<file path="config.mk">
export PLATFORM = sky130hd
export DESIGN_NAME = frame_rx_buffered
export DESIGN_NICKNAME = d
export VERILOG_FILES = /design/src/rtl/frame_rx_pkg.sv /design/src/rtl/crc8_serial.sv /design/src/rtl/frame_rx_buffered.sv
export SDC_FILE = /design/constraint.sdc
export NUM_CORES = 1
export LEC_CHECK = 0
export CAP_MARGIN = 30
export CORE_UTILIZATION = 40
export CTS_CLUSTER_DIAMETER = 30
export DETAILED_ROUTE_END_ITERATION = 10
export DONT_BUFFER_PORTS = 1
export GPL_ROUTABILITY_DRIVEN = 0
export HOLD_SLACK_MARGIN = 0.12
export PLACE_DENSITY = 0.53
export SLEW_MARGIN = 20
export SYNTH_ARGS = -nofsm -noshare
export SYNTH_HDL_FRONTEND = slang
export SYNTH_HIERARCHICAL = 1
export SYNTH_SLANG_ARGS = --single-unit
</file>
<file path="constraint.sdc">
create_clock -name clk -period 5.95 [get_ports clk]
set_input_delay 1.19 -clock clk [delete_from_list [all_inputs] [get_ports clk]]
set_output_delay 1.19 -clock clk [all_outputs]
set_load 0.1 [all_outputs]
</file>
<file path="src/rtl/frame_rx_pkg.sv">
`default_nettype none
// frame_rx_pkg: shared state encoding and CRC-8 constants for the frame receiver.
package frame_rx_pkg;

  typedef enum logic [2:0] {
    IDLE    = 3'd0,
    START   = 3'd1,
    SIZE    = 3'd2,
    DATA    = 3'd3,
    CRC     = 3'd4,
    STOP    = 3'd5,
    DELIVER = 3'd6
  } state_t;

  localparam logic [7:0] CRC8_POLY = 8'h07;
  localparam logic [7:0] CRC8_INIT = 8'h00;

  // One MSB-first step of the CRC-8 shift register.
  function automatic logic [7:0] crc8_step(input logic [7:0] crc, input logic bit_in);
    crc8_step = {crc[6:0], 1'b0} ^ ((crc[7] ^ bit_in) ? CRC8_POLY : 8'h00);
  endfunction

endpackage
`default_nettype wire

</file>
<file path="src/rtl/crc8_serial.sv">
`default_nettype none
// crc8_serial: bit-serial CRC-8 accumulator, one bit per enable.
module crc8_serial
  import frame_rx_pkg::*;
(
  input  logic       clk,
  input  logic       reset,
  input  logic       clear,
  input  logic       en,
  input  logic       bit_in,
  output logic [7:0] crc
);

  always_ff @(posedge clk or posedge reset) begin
    if (reset) begin
      crc <= CRC8_INIT;
    end else if (clear) begin
      crc <= CRC8_INIT;
    end else if (en) begin
      crc <= crc8_step(crc, bit_in);
    end
  end

endmodule
`default_nettype wire

</file>
<file path="src/rtl/frame_rx_buffered.sv">
`default_nettype none
// frame_rx_buffered: oversampled frame receiver; payload is released only after CRC and stop pass.
// Optional bit stuffing is built when FRAME_RX_STUFF_EN is defined.
module frame_rx_buffered
  import frame_rx_pkg::*;
#(
  parameter int MAX_BYTES = 16,
  parameter int FS_W      = 4,
  parameter int BAUD_W    = 8,
  parameter int NOISE_TOL = 2,
  parameter int STUFF_RUN = 5
) (
  input  logic              clk,
  input  logic              reset,
  input  logic              RX,
  input  logic [BAUD_W-1:0] baudrate,
  input  logic              out_ready,
  output logic              dr,
  output logic [7:0]        dataout,
  output logic              frame_done,
  output logic              nf,
  output logic              over,
  output logic              fe,
  output logic              crc_err,
  output logic              busy
);

  localparam int PTR_W = $clog2(MAX_BYTES + 1);
  localparam int IDX_W = (MAX_BYTES > 1) ? $clog2(MAX_BYTES) : 1;
  localparam int BIT_W = $clog2(FS_W + 8);
  localparam logic [BAUD_W-1:0] BAUD_MIN = BAUD_W'(3);
  localparam logic [BAUD_W:0]   TOL      = (BAUD_W + 1)'(NOISE_TOL);
  localparam logic [PTR_W-1:0]  PTR_MAX  = PTR_W'(MAX_BYTES);

  if (MAX_BYTES < 1 || MAX_BYTES > 256 || STUFF_RUN < 1) begin : g_param_check
    $error("frame_rx_buffered: MAX_BYTES must be 1..256 and STUFF_RUN >= 1");
  end

  state_t            state, state_nx;
  logic              rx_meta, rx_s;
  logic [BAUD_W-1:0] bd, timer, ones;
  logic [BIT_W-1:0]  bit_cnt;
  logic [FS_W-1:0]   n_size, byte_cnt, size_next;
  logic [7:0]        shreg, byte_next, crc;
  logic [PTR_W-1:0]  wptr, rptr;
  logic [7:0]        mem [MAX_BYTES];
  logic [BAUD_W:0]   ones_all, zeros_all, minority;
  logic              sampling, bit_end, bit_val, noisy, take, byte_end, wr_en;
  logic              is_stuff, stuff_bad;

  // The sample landing on timer==bd-1 is part of the vote.
  assign sampling  = (state != IDLE) && (state != DELIVER);
  assign ones_all  = {1'b0, ones} + {{BAUD_W{1'b0}}, rx_s};
  assign zeros_all = {1'b0, bd} - ones_all;
  assign minority  = (ones_all < zeros_all) ? ones_all : zeros_all;
  assign bit_end   = sampling && (timer == bd - BAUD_W'(1));
  assign bit_val   = {ones_all, 1'b0} > {2'b00, bd};
  assign noisy     = minority > TOL;
  assign take      = bit_end && !is_stuff;
  assign byte_end  = take && ((state == DATA) || (state == CRC)) && (bit_cnt == BIT_W'(7));
  assign size_next = (n_size << 1) | FS_W'(bit_val);
  assign byte_next = {shreg[6:0], bit_val};
  assign wr_en     = byte_end && (state == DATA) && (wptr != PTR_MAX);
  assign busy      = (state != IDLE);

`ifdef FRAME_RX_STUFF_EN
  localparam int RUN_W = $clog2(STUFF_RUN + 1);
  logic [RUN_W-1:0] run;
  logic             last_bit;
  logic             stuffable;

  assign stuffable = (state == SIZE) || (state == DATA) || (state == CRC);
  assign is_stuff  = stuffable && (run == RUN_W'(STUFF_RUN));
  assign stuff_bad = bit_end && is_stuff && (bit_val == last_bit);

  always_ff @(posedge clk or posedge reset) begin
    if (reset) begin
      run      <= '0;
      last_bit <= 1'b0;
    end else if (state == START) begin
      run <= '0;
    end else if (bit_end && stuffable) begin
      last_bit <= bit_val;
      run <= (is_stuff || (run == '0) || (bit_val != last_bit)) ? RUN_W'(1) : run + RUN_W'(1);
    end
  end
`else
  assign is_stuff  = 1'b0;
  assign stuff_bad = 1'b0;
`endif

  crc8_serial u_crc (
    .clk    (clk),
    .reset  (reset),
    .clear  (state == START),
    .en     (take && ((state == SIZE) || (state == DATA))),
    .bit_in (bit_val),
    .crc    (crc)
  );

  always_ff @(posedge clk or posedge reset) begin
    if (reset) begin
      rx_meta <= 1'b0;
      rx_s    <= 1'b0;
    end else begin
      rx_meta <= RX;
      rx_s    <= rx_meta;
    end
  end

  always_ff @(posedge clk or posedge reset) begin
    if (reset) state <= IDLE;
    else       state <= state_nx;
  end

  always_ff @(posedge clk or posedge reset) begin
    if (reset) begin
      bd <= '0; timer <= '0; ones <= '0; bit_cnt <= '0;
      n_size <= '0; byte_cnt <= '0; shreg <= '0; wptr <= '0; rptr <= '0;
      nf <= 1'b0; over <= 1'b0; fe <= 1'b0; crc_err <= 1'b0;
    end else if (state == IDLE) begin
      // The detecting sample is sample 0 of the start bit.
      timer    <= BAUD_W'(1);
      ones     <= {{(BAUD_W-1){1'b0}}, rx_s};
      bd       <= (baudrate < BAUD_MIN) ? BAUD_MIN : baudrate;
      bit_cnt  <= '0;
      byte_cnt <= '0;
      wptr     <= '0;
      rptr     <= '0;
      if (rx_s) begin
        nf <= 1'b0; over <= 1'b0; fe <= 1'b0; crc_err <= 1'b0;
      end
    end else if (state == DELIVER) begin
      if (dr && out_ready) rptr <= rptr + PTR_W'(1);
    end else if (!bit_end) begin
      timer <= timer + BAUD_W'(1);
      ones  <= ones + {{(BAUD_W-1){1'b0}}, rx_s};
    end else begin
      timer <= '0;
      ones  <= '0;
      if (noisy)     nf <= 1'b1;
      if (stuff_bad) fe <= 1'b1;
      if (take) begin
        case (state)
          START: if (!bit_val) nf <= 1'b0;
          SIZE: begin
            n_size  <= size_next;
            bit_cnt <= (bit_cnt == BIT_W'(FS_W - 1)) ? '0 : bit_cnt + BIT_W'(1);
          end
          DATA, CRC: begin
            shreg   <= byte_next;
            bit_cnt <= bit_cnt + BIT_W'(1);
            if (bit_cnt == BIT_W'(7)) begin
              bit_cnt <= '0;
              if (state == DATA) begin
                byte_cnt <= byte_cnt + FS_W'(1);
                if (wptr == PTR_MAX) over <= 1'b1;
                else                 wptr <= wptr + PTR_W'(1);
              end else begin
                crc_err <= (byte_next != crc);
              end
            end
          end
          STOP:    if (bit_val) fe <= 1'b1;
          default: ;
        endcase
      end
    end
  end

  always_ff @(posedge clk) begin
    if (wr_en) mem[wptr[IDX_W-1:0]] <= byte_next;
  end

  always_comb begin
    state_nx   = state;
    dr         = 1'b0;
    dataout    = 8'h00;
    frame_done = 1'b0;
    case (state)
      IDLE:  if (rx_s) state_nx = START;
      START: if (bit_end) state_nx = bit_val ? SIZE : IDLE;
      SIZE: begin
        if (stuff_bad) state_nx = DELIVER;
        else if (take && (bit_cnt == BIT_W'(FS_W - 1)))
          state_nx = (size_next == '0) ? CRC : DATA;
      end
      DATA: begin
        if (stuff_bad) state_nx = DELIVER;
        else if (byte_end && (byte_cnt == n_size - FS_W'(1))) state_nx = CRC;
      end
      CRC: begin
        if (stuff_bad)     state_nx = DELIVER;
        else if (byte_end) state_nx = STOP;
      end
      STOP: if (bit_end) state_nx = DELIVER;
      DELIVER: begin
        if (fe || crc_err || (rptr == wptr)) begin
          frame_done = 1'b1;
          state_nx   = IDLE;
        end else begin
          dr      = 1'b1;
          dataout = mem[rptr[IDX_W-1:0]];
        end
      end
      default: state_nx = IDLE;
    endcase
  end

endmodule
`default_nettype wire

</file>
# Word level (Yosys, flattened, before mapping)
# Memory sizes are Yosys's and may differ from the RTL's.
# Index checks and enable logic that the tools add are counted.
# W data, S select, Z words.
# word_totals
reg_bits	70
ramBits	128
latch_bits	0
n_memories	1
wordCells	178
romBits	0
out_inout_bits	15
in_bits	12
# op_classes
div_mod_pow	0
magnitude_cmp	4
shifts	0
n_eq_ne	25
n_addsub	10
bitwise_logic	5
mux	76
reduce_logical	40
multipliers	0
# mem_list
memory	depth	width	rd	rd_clocked_by_memory_dff	write_ports	line_no	rtl
mem	16	8	1	0	1	frame_rx_buffered.sv:46	logic [7:0] mem [MAX_BYTES];
# op_table
cell	count
$mux W8	11
$mux W5	10
$mux W4	11
$mux W1	31
$mux W3	9
$pmux W3 S7	1
$reduce_bool A2 Y1	10
$reduce_and A7 Y1	2
$ne A2 B2 Y1 const B	6
$reduce_and A6 Y1	2
$add A5 B1 Y5 const B	2
$gt A10 B8 Y1	1
$logic_and A1 B1 Y1	10
$reduce_and A5 Y1	2
$add A8 B1 Y9	1
$eq A3 B3 Y1 const B	3
$gt A9 B2 Y1 const B	1
$lt A9 B9 Y1	1
$mux W9	1
$sub A8 B9 Y9	1
$add A4 B1 Y4 const B	2
$add A8 B1 Y8	1
$add A8 B1 Y8 const B	1
$eq A8 B8 Y1	1
28 further kinds	39

# Longest topological paths before layout
# Gate-level depths: netlist (run 1).
# logic_depth
word_depth	11
depth_mapped	15
ltp_nobuf	15

# By module
# Netlist (run 1), hierarchy kept.
# modules_own_cells
module	n_inst	area_each_um2	cells_per_inst
frame_rx_buffered	1	9514.1	718
crc8_serial	1	376.6	33

# Worst setup path before layout (run 1)
# OpenSTA, ideal clock, no wires.
# synth_timing
path_type	reg2out
from	reg rptr[0]
to	out dataout[0]
t_arrival_ps	2767
path_stages_with_launch	6
path_buffers	2
path_slack_ps	1993
cell_sequence	dfrtp_1 > clkbuf_1 > clkbuf_1 > mux4_2 > mux4_2 > and3_1
# synth_between
elab_chain_cells	4
word_cells_on_any_way	5
classes_between	eq/ne (1); mux (2); reduce/logical (1); memory (1)
# synth_rtl
item	line_no	rtl
start, declared	frame_rx_buffered.sv:45	logic [PTR_W-1:0] wptr, rptr;
start signal, assigned	frame_rx_buffered.sv:134	if (dr && out_ready) rptr <= rptr + PTR_W'(1);
branches (longest 2 deep; another with $mem_v2 Z16 W8)	-	
$mux W8 (*)	frame_rx_buffered.sv:198	if (fe || crc_err || (rptr == wptr)) begin
$mux W8 (*)	frame_rx_buffered.sv:180	case (state)
end, declared	frame_rx_buffered.sv:19	output logic [7:0] dataout,
# Every way passes the cells marked *.

# Final worst setup path (run 1)
# layout_timing
from	reg rptr[0]
to	out dataout[1]
# The elaborated chain is that of the path after synthesis.

==> results.toml, run 1 <==
[min_path]
holdCritStartpoint = "rx_meta"
whs_path_depth = 0
min_path_type = "reg -> reg"
whs_endpoint = "rx_s"

[sta]
slew-limit-headroom_pct = 31.8
fin_crit_sh_pct = 75.9
fin_setup_tns_ns = 0
final_max_slew_viol_count = 0
setup_viol = 0
finalWorstSetupSlack_ns = 1.44
worst_pin_slew_ns = 1.02
fin_worst_skew_ns = 0.0141
hold_violations = 0
period_needed_ns = 4.51
max_freq_mhz = 222
rsz0062_at_grt = "no"

[cts]
holdBufCountCts = 0
postCtsSetupBuffers = 0
clk_pin_slew_ns = 0.08
cts_buffers = 17
clockBufferDepth = 2
insertion_delay_ns = 0.44
cts_tree = "built"
cts_root_buf = "clkbuf_16"
cts_sinks = 198
cts-resized-gates = 0
cts_max_level = 4

[outcome]
outcome = "complete, no violations"

[die]
initial_core_util_pct = 40.7
die_w_um = 159
rows = 57
pin_count = 27
core_um2 = 24300
die_area_um2 = 25400
die_h_um = 159

[power]
power.leakage_nw = 4.15
ir_worst_vdd_uv = 183
p_per_area_nw_per_um2 = 371
total_power_w = 0.00402

[drt]
drt-pass1-iter-count = 5
ant_nets = 0
drc = 0
via_count = 5990
post_drt_via_cell_ratio = 5.55
wl_per_cell_um = 20.4
wl_um = 22000
initialDrtViolationCount = 474

[cells_and_area]
nets = 783
drive_above_1_share_pct = 15.5
n_antenna_cell = 0
area_growth_pct = 9.65
fin_area_um2 = 10800
finish.utilization_pct = 44.6
final_cell_mix = "128 x edfxtp_1, 69 x dfrtp_1, 45 x nand2_1"
final_common_cell = "edfxtp_1"

[synth]
synth.yosys.seq_area_share_pct = 56.6
synthCells = 751
syn_avg_cell_area_um2 = 13.2
ys_async_sr_fraction_pct = 35.4
synth_edf_count = 128
synth_area_um2 = 9890
yosysWarnings = 6
synth-seq-cells = 198
synth_top_area_cell = "edfxtp_1"
yosys-top-cells-area = "edfxtp_1 39%, dfrtp_1 18%, mux4_2 9.1%"
ys_types = 74
synth_ff_type = "edfxtp_1"
netlist.area_leader.share_pct = 38.9
syn_nets = 792

[worst_setup_path]
path_common_cell = "mux4_2"
cp_top_family = "multiplexers"
cp.required_ns = 4.76
worst-path-stages = 4
cp.arrival_ns = 3.32
reg2reg_depth = 11
crit_path_cell_trace = "buf_4 -> mux4_2 -> mux4_2 -> and3_1"
crit_fanout = 23
crit_type = "reg -> out"
critical-path-max-stage-delay_ns = 0.88
r2r_slack_ns = 1.50
worstReg2RegEnd = "mem[15][4]"
cp-start-kind = "register"
cp.buffers_inverters = 1
crit_path_end_kind = "output port"
crit_slowest_cell = "dfrtp_2"
timing.rr.start = "bd[0]"

[placed_design]
dp_hpwl_um = 15300
placed_area_um2 = 10200
pre_cts_slack_ns = 1.50
port_buffers = 0

[global_routing]
gr-total-overflow = 0
track_usage_pct = 18.1
grt_max_degree = 63
grt_first_pass_wirelength_um = 34900
grt_pass1_vias = 5949
antenna_found_initial = 0

[flow_run]
max_cap_violations = 0
state kept, by name, summed over array words and instances, names as in the netlist, 3 cells and up:
signal and flops:
bd 8, bit_cnt 4, byte_cnt 4, mem 128, n_size 4, ones 8, rptr 5, shreg 7
state 3, timer 8, u_crc/crc 8, wptr 5
synthesized netlist by cell type (8+ instances only):
| cell type | n |
|---|---|
| mux4_2 | 40 |
| nor3_1 | 16 |
| nor2b_1 | 10 |
| a21oi_1 | 16 |
| o21ai_0 | 39 |
| a211oi_1 | 8 |
| o31ai_1 | 8 |
| nand2_1 | 45 |
| clkbuf_1 | 23 |
| and2_1 | 9 |
| xor2_1 | 28 |
| dfrtp_1 | 70 |
| ha_1 | 29 |
| and3_1 | 30 |
| xnor2_1 | 34 |
| nor2_1 | 38 |
| nand3_1 | 14 |
| edfxtp_1 | 128 |
| mux2i_1 | 10 |
| inv_1 | 34 |
| nand4_1 | 10 |
| mux2_2 | 12 |
cells by family (layout without fill, tap and decap cells):
group,count (synthesis),in the layout,share of synthesized area (%)
fa+ha+maj,32,32,3.97
buf+inv,76,80,3.45
flops,198,198,56.6
compound gates,114,114,7.55
mux,62,62,11.5
simple gates,206,206,11.3
xor+xnor,63,63,5.65
worst max-delay path by stage:
stage / slack, ns / to / from
floorplan: 1.99 / dataout[0] / rptr[0]
global placement: 1.59 / mem[15][1] / bd[0]
detailed placement: 1.50 / mem[15][1] / bd[0]
CTS: 1.20 / dataout[4] / rptr[0]
global route: 1.18 / mem[15][4] / bd[1]
finish: 1.44 / dataout[1] / rptr[0]
per-layer routing:
layer  global-route usage, %  part of all wire (%)  vias up
met5                       0                     0        -
met4                    5.07                   1.4        0
met3                    2.60                   3.7       22
met2                    28.0                    46      145
met1                    26.5                    49     3026
li1                        -                     -     2797
layout make-up:
cell class / count / area, um^2
fillers: 2141 / 13500
multi-input cells: 477 / 3980
inverters: 37 / 139
repair buffers: 11 / 114
clock buffers: 17 / 425
clock inverters: 15 / 189
well taps: 324 / 405
flip-flops and latches: 198 / 5600
report_power, final:
group          leakage, nW  total, W  switching [W]  internal, W
logic                 1.70   0.00118       0.000728     0.000453
registers             2.16   0.00167       0.000152      0.00152
clock network        0.295   0.00117       0.000590     0.000576
through the flow:
step | hold WS [ns] | cells
after detailed placement | 0.385 | 1046
after global placement | 0.391 | 1042
final | 0.414 | 1079
after floorplan | 0.331 | 751
after global routing | 0.414 | 1079
after CTS | 0.407 | 1078
No activity file was read; power rests on OpenSTA's default activity.
==> run 2: changes to the inputs <==
==> constraint.sdc (replaced) <==
create_clock -name clk -period 4.72 [get_ports clk]
set_input_delay 0.944 -clock clk [delete_from_list [all_inputs] [get_ports clk]]
set_output_delay 0.944 -clock clk [all_outputs]
set_load 0.1 [all_outputs]
==> results.toml, run 2 (same netlist as run 1, synthesis figures left out) <==
[drt]
via_count = 6027
drc = 0
drt-pass1-iter-count = 5
wl_um = 21800
wl_per_cell_um = 19.9
ant_nets = 0
initialDrtViolationCount = 476
post_drt_via_cell_ratio = 5.49

[power]
power.leakage_nw = 4.26
p_seq_share_pct = 40.7
p_int_w = 0.00328
switching_share_pct = 36.4
p_per_area_nw_per_um2 = 469
power_frac_clock_pct = 30.4
switching_power_w = 0.00188
p_comb_share_pct = 28.9
ir_worst_vdd_uv = 305

[cts]
cts_buffers = 17
holdBufCountCts = 0
cts_sinks = 198
clk_pin_slew_ns = 0.08
cts_root_buf = "clkbuf_16"
postCtsSetupBuffers = 0
cts-resized-gates = 0
clockBufferDepth = 2
cts_tree = "built"
insertion_delay_ns = 0.45
cts_max_level = 4

[worst_setup_path]
critPathLaunch = "rx_s"
crit_path_end_kind = "register"
cp.arrival_ns = 4.57
crit_type = "reg -> reg"
cp-start-kind = "register"
timing.rr.start = "rx_s"
cp.required_ns = 5.03
r2r_slack_ns = 0.47
crit_fanout = 17

[sta]
max_freq_mhz = 235
fin_crit_sh_pct = 90.1
period_needed_ns = 4.25
final_max_slew_viol_count = 0
setup_viol = 0
hold_violations = 0
slew-limit-headroom_pct = 32.8
fin_worst_skew_ns = 0.0185
fin_setup_tns_ns = 0
rsz0062_at_grt = "no"
worst_pin_slew_ns = 1.01
timing.hold.ws_ns = 0.338

[die]
pin_count = 27
die_w_um = 159
initial_core_util_pct = 40.7
die_area_um2 = 25400
die_h_um = 159
rows = 57
core_um2 = 24300

[cells_and_area]
nets = 801
drive_above_1_share_pct = 17.5
largest_reg_flops = 128
n_antenna_cell = 0
seqCellArea_um2 = 5600
final.fill_count = 2145
multi_input_area_um2 = 3980
final_cell_mix = "128 x edfxtp_1, 69 x dfrtp_1, 45 x nand2_1"
final_common_cell = "edfxtp_1"
finish.utilization_pct = 45.2
area_growth_pct = 11.2

[global_routing]
grt_first_pass_wirelength_um = 35200
antenna_found_initial = 0
gr-total-overflow = 0
grt_pass1_vias = 6050
track_usage_pct = 18.1
grt_max_degree = 42

[placed_design]
dp_hpwl_um = 15300
port_buffers = 0

[min_path]
min_path_type = "in -> async"

[outcome]
outcome = "complete, no violations"

[flow_run]
max_cap_violations = 0
-- run 2: final timing paths --
| check | endpoint | cells past startpoint |
|---|---|---|
| max in group asynchronous | bd[3] | 2 |
| min in group clk | rx_s | 0 |
| hold / removal | u_crc/crc[4] | 1 |
| hold reg to reg | rx_s | 0 |
| setup / recovery | nf | 15 |
| setup reg to reg | nf | 15 |
-- run 2: metal layers --
layer,GRT usage (%),share of wire [%],up-vias
met5,0,0,-
met4,5.24,1.1,0
met3,2.89,3.5,18
met2,28.8,48,120
met1,25.7,48,3058
li1,-,-,2831
-- run 2: critical path, stage by stage (launching register included) --
cell,delay [ns]
dfrtp_1,0.47
ha_1,0.24
ha_1,0.26
and3_1,0.26
xnor2_1,0.55
inv_1,0.14
ha_1,0.33
nand4_1,0.08
or4_1,0.50
a21oi_1,0.19
o21ai_2,0.17
buf_6,0.21
nor2b_1,0.16
a21oi_1,0.13
nor4b_2,0.31
a211oi_1,0.12
-- run 2: cell type report --
type,count,share of cell area [%]
Timing Repair Buffer,29,2.16
Multi-Input combinational cell,477,36.1
Tap cell,324,3.68
Sequential cell,198,50.9
Clock buffer,17,3.87
Inverter,37,1.26
Clock inverter,15,2.02
-- run 2: per-stage QoR --
| stage | power, W | worst slack, ns | cell area (um^2) | instances |
|---|---|---|---|---|
| 3_5_place_dp | 0.00362 | 0.507 | 10400 | 1065 |
| 2_1_floorplan | 0.00326 | 0.861 | 9890 | 751 |
| 6_report | 0.00516 | 0.465 | 11000 | 1097 |
| 4_1_cts | 0.00519 | 0.463 | 11000 | 1097 |
| 5_1_grt | 0.00545 | 0.115 | 11000 | 1097 |
| 3_3_place_gp | 0.00358 | 0.586 | 10300 | 1061 |
-- run 2: power groups by stage --
| stage | combinational (W) | sequential (W) | clock, W |
|---|---|---|---|
| after CTS | 0.00149 | 0.00210 | 0.00160 |
| after global placement | 0.00145 | 0.00213 | 0 |
| after detailed placement | 0.00148 | 0.00214 | 0 |
| after global routing | 0.00167 | 0.00212 | 0.00167 |
| final | 0.00149 | 0.00210 | 0.00157 |
| after floorplan | 0.00124 | 0.00203 | 0 |
